**config.mk**
```make
export PLATFORM = sky130hd
export DESIGN_NAME = demux_stream
export DESIGN_NICKNAME = d
export VERILOG_FILES = /design/src/rtl/stream_pkg.sv /design/src/rtl/demux_slot.sv /design/src/rtl/demux_stream.sv
export SDC_FILE = /design/constraint.sdc
export NUM_CORES = 1
export LEC_CHECK = 0
export ABC_AREA = 1
export CAP_MARGIN = 20
export CORE_AREA = 3 3 40 42
export CTS_CLUSTER_SIZE = 10
export DETAILED_ROUTE_END_ITERATION = 10
export DIE_AREA = 0 0 43 45
export SLEW_MARGIN = 20
export SYNTH_ARGS = -nofsm -noshare
export SYNTH_HDL_FRONTEND = slang
export SYNTH_HIERARCHICAL = 1
export SYNTH_SLANG_ARGS = --single-unit
export TNS_END_PERCENT = 5
```
**constraint.sdc**
```tcl
create_clock -name clk -period 0.96 [get_ports clk]
set_input_delay 0.144 -clock clk [delete_from_list [all_inputs] [get_ports clk]]
set_output_delay 0.144 -clock clk [all_outputs]
set_load 0.03 [all_outputs]
```
**src/rtl/stream_pkg.sv**
```systemverilog
// Shared lane-packing helpers so every stream fan-in/fan-out block
// lays out flattened lanes the same way.
package stream_pkg;

    // Lowest bit of lane k in a flattened bus of WIDTH-bit lanes.
    function automatic int lane_lo(input int k, input int width);
        return k * width;
    endfunction

    // Number of lanes a SIZE-bit select can address.
    function automatic int default_outputs(input int size);
        return 1 << size;
    endfunction

endpackage

```
**src/rtl/demux_slot.sv**
```systemverilog
// One-entry valid/ready holding register for a single demux output lane.
module demux_slot #(
    parameter int WIDTH = 1
) (
    input  logic             clk,
    input  logic             rst,
    input  logic             load,
    input  logic [WIDTH-1:0] data_in,
    input  logic             consume,
    output logic             full,
    output logic [WIDTH-1:0] data
);

    // A load wins over a same-cycle consume, so a draining lane refills without a bubble.
    always_ff @(posedge clk) begin
        if (rst) begin
            full <= 1'b0;
            data <= '0;
        end else if (load) begin
            full <= 1'b1;
            data <= data_in;
        end else if (consume) begin
            full <= 1'b0;
        end
    end

endmodule

```
**src/rtl/demux_stream.sv**
```systemverilog
// Registered 1-to-OUTPUTS valid/ready demultiplexer; each lane has its own
// one-entry slot so a stalled lane never blocks traffic to the others.
module demux_stream
    import stream_pkg::*;
#(
    parameter int WIDTH   = 1,
    parameter int SIZE    = 1,
    parameter int OUTPUTS = default_outputs(SIZE)
) (
    input  logic                       clk,
    input  logic                       rst,
    input  logic                       in_valid,
    output logic                       in_ready,
    input  logic [WIDTH-1:0]           in,
    input  logic [SIZE-1:0]            sel,
    output logic [WIDTH*OUTPUTS-1:0]   out,
    output logic [OUTPUTS-1:0]         out_valid,
    input  logic [OUTPUTS-1:0]         out_ready,
    output logic                       err
);

    logic               in_range;
    logic [OUTPUTS-1:0] load;
    logic [OUTPUTS-1:0] full;

    assign in_range  = (32'(sel) < OUTPUTS);
    assign out_valid = full;

    // Out-of-range beats are always accepted so they can be dropped and flagged.
    always_comb begin
        in_ready = 1'b1;
        load     = '0;
        for (int k = 0; k < OUTPUTS; k++) begin
            if (32'(sel) == k) begin
                in_ready = ~full[k] | out_ready[k];
                load[k]  = in_valid & (~full[k] | out_ready[k]);
            end
        end
    end

    for (genvar k = 0; k < OUTPUTS; k++) begin : g_lane
        demux_slot #(
            .WIDTH(WIDTH)
        ) u_slot (
            .clk    (clk),
            .rst    (rst),
            .load   (load[k]),
            .data_in(in),
            .consume(full[k] & out_ready[k]),
            .full   (full[k]),
            .data   (out[lane_lo(k, WIDTH) +: WIDTH])
        );
    end

    always_ff @(posedge clk) begin
        if (rst) begin
            err <= 1'b0;
        end else if (in_valid && !in_range) begin
            err <= 1'b1;
        end
    end

endmodule

```
==> results.md <==
* Status: complete, but fails checks
* Violations in the final reports: negative setup slack
* Final setup skew at ~0.066 ps
* Top cells by area, synth: dfxtp_1 (38%), nand2_1 (23%), inv_1 (18%)
* Share of layout cells above drive strength 1 at 38.0%
* Leak at 0.000197 uW
* GR Layer Usage met3 at under 10%
* IO Port Bufs at 11
* Fin worst setup slack at -33.4 ps
* Clock Root Buffer: clkbuf_4
* DIE HEIGHT at 45 um
* Setup slack, reg-to-reg at ~100 ps
* Max IR drop VDD at 0.559 mV
* Max-Cap Viols at 0
* Routability cong. at 0.682
* CP Launch Type: flip-flop
* Antenna diodes at 0
* Largest family of logic cells by synthesized area: simple AND/OR/NAND/NOR gates
* Flops & latches, synth at 4
* Vias in the first global route at 213
* Hold Path End: g_lane[0].u_slot/full
* Peak Freq at 1010 MHz
* Top fanout value on the critical path at 2
* Hold crit path type: input port to flip-flop
* Global route overflow at 0
* DRT Pass-1 Iters at 2
* Total Die Area at 1940 um^2
* M2 GR Usage at 6.89%
* Proportion of synthesized area in mux cells at 0%
* Synth Area in Compound Gates at between 10% and 20%
* Final Critical Period at roughly 990 ps
* Routed wire per std cell at 7.22 um
* Hold wc startpoint: out_ready[0]
* P&R area growth vs syn at 79.4%
* Post-synthesis xor/xnor area fraction at 0%
* CTS tree: done
* CTS buffer count at 3
* Bufs on Longest Clock Path at 2
* Final Setup Violations at 1
* Sequential area share after synthesis at 37.6%
* Post-synth top area share at 37.6%
* GR met1 Demand/Resource at approximately 6.5%
* Clock sink count at 4
* Remaining routing DRC violations at 0
* Final nets at 59
* Via density at 3.60
* R2r startpoint: g_lane[1].u_slot/full
* Dominant cell type by area after synthesis: dfxtp_1
* Pwr per Cell Area at about 1400 nW/um^2
* Global Route Usage Sum at 5.33%
* WS Path Type: flip-flop to output port
* Core ar. at 1280 um^2
* Post-Synth Simple-Gate Area at between 20% and 30%
* Hold path depth at 6
* FF-to-FF path depth at 6
* Pre-CTS WS at -282 ps
* Post-synthesis cell type count at 8
* Post-Route Utilization at 29.7%
* Data required, critical path at ~820 ps
* Final antenna-violating net count at 0
* Post-DP HPWL at ~370 um
* Clock-pin slew on the worst setup and hold paths at 40 ps
* Slew Viols, Final at 0
* Critical Path Sink Type: output port
* Pwr Total at 524 uW
* Netlist Area Pre-Place at 213 um^2
* Hold Fails Final Rpt at 0
* Site Rows at 13
* Largest net degree at the start of global routing at 5
* WL final at 469 um
* IO Count at 13
* Post-Syn Instances at 35
* Post-Synth Adder-Cell Area at 0%
* RSZ-0062 raised after global routing: true
* Vias at 234
* Avg Inst Size Synth at slightly above 6 um^2
* Clock Latency Late Sink at approximately 230 ps
* Busiest grt layer: met2
* Initial antenna violation count at 0
* First-iteration detailed-routing DRC count at 2
* Starting density of the core at 16.6%
* R2r endpoint: g_lane[1].u_slot/data
* Syn. warnings at 6
* Syn nets at 42
* H-tree Lvls at 1
* Worst Path Arrival at 850 ps
* Tcrit/Tclk final at 103%
* First-pass GRT wire length at about 750 um
* Die width at roughly 43 um
[metal layers]
layer  vias up  wire (um)  part of all wire, %
met5         -          0                    0
met4         0          0                    0
met3         0         56                   12
met2         9        194                   41
met1        97        219                   47
li1        128          -                    -
[final cells by class]
type	instances	area [um^2]
multi-input combinational	20	100
timing repair buffer	13	120
inverter	10	37.5
sequential	4	82.6
tap	15	18.8
clock buffer	3	22.5
fill	145	903
[critical path, cell delays in order (launching register included)]
cell	delay [ps]
dfxtp_2	320
nand2_2	50
nand2_2	70
nand2_2	50
buf_6	130
[worst max-delay path by stage]
stage                          start               endpoint  slack (ps)  cells past startpoint
2_1_floorplan  g_lane[0].u_slot/full               in_ready          70                      3
3_3_place_gp            out_ready[0]  g_lane[0].u_slot/data        -250                      8
3_5_place_dp            out_ready[1]  g_lane[1].u_slot/data        -280                      8
4_1_cts        g_lane[1].u_slot/full               in_ready         -60                      4
5_1_grt        g_lane[0].u_slot/full               in_ready         -70                      4
6_report       g_lane[0].u_slot/full               in_ready         -30                      4
[registers in the layout, summed over array words and instances, names as in the netlist]
signal,flops
g_lane.u_slot/data,2
g_lane.u_slot/full,2
[cells in the mapped netlist]
cell	instances
inv_1	10
buf_4	1
nor2_1	2
dfxtp_1	4
a21oi_1	2
conb_1	1
a21oi_2	2
nand2_1	13
[timing repair]
action                                  4_1_cts  5_1_grt
hold buffers                                  0        0
gates cloned                                  0        0
endpoints found under the setup margin        4        5
setup buffers                                 2        0
gates resized for setup                       6        5
pin swaps                                     2        3
[per-stage QoR]
step | cell area (um^2) | TNS (ps) | hold slack, ps | std cells
global placement | 324 | -1030 | 459 | 60
detailed placement | 324 | -1200 | 462 | 60
global route | 382 | -125 | 401 | 65
CTS | 369 | -61.5 | 381 | 65
floorplan | 215 | 0 | 206 | 35
finish | 382 | -33.4 | 380 | 65
[power by group]
group / total, uW / internal [uW] / switching [uW] / leakage, uW
logic: 134 / 61.4 / 72.9 / 0.000149
clock network: 206 / 140 / 66.5 / 0.0000138
registers: 184 / 178 / 5.56 / 0.0000336
total: 524 / 380 / 145 / 0.000197
[cells by family (layout without fill, tap and decap cells)]
group / after synthesis / in the layout
other: 1 / 1
and+or+nand+nor: 15 / 15
DFF: 4 / 4
buffers and inverters: 11 / 26
AOI/OAI and AO/OA: 4 / 4
[placed cells by master, fill, tap and decap left out]
cell / instances
a21oi_2: 2
nand2_2: 5
inv_1: 10
nor2_1: 2
buf_4: 4
dlygate4sd2_1: 3
buf_6: 3
clkbuf_4: 3
nand2_1: 8
a21oi_1: 2
conb_1: 1
dfxtp_2: 2
clkdlybuf4s50_1: 3
dfxtp_1: 2
No activity file was read; power rests on OpenSTA's default activity.
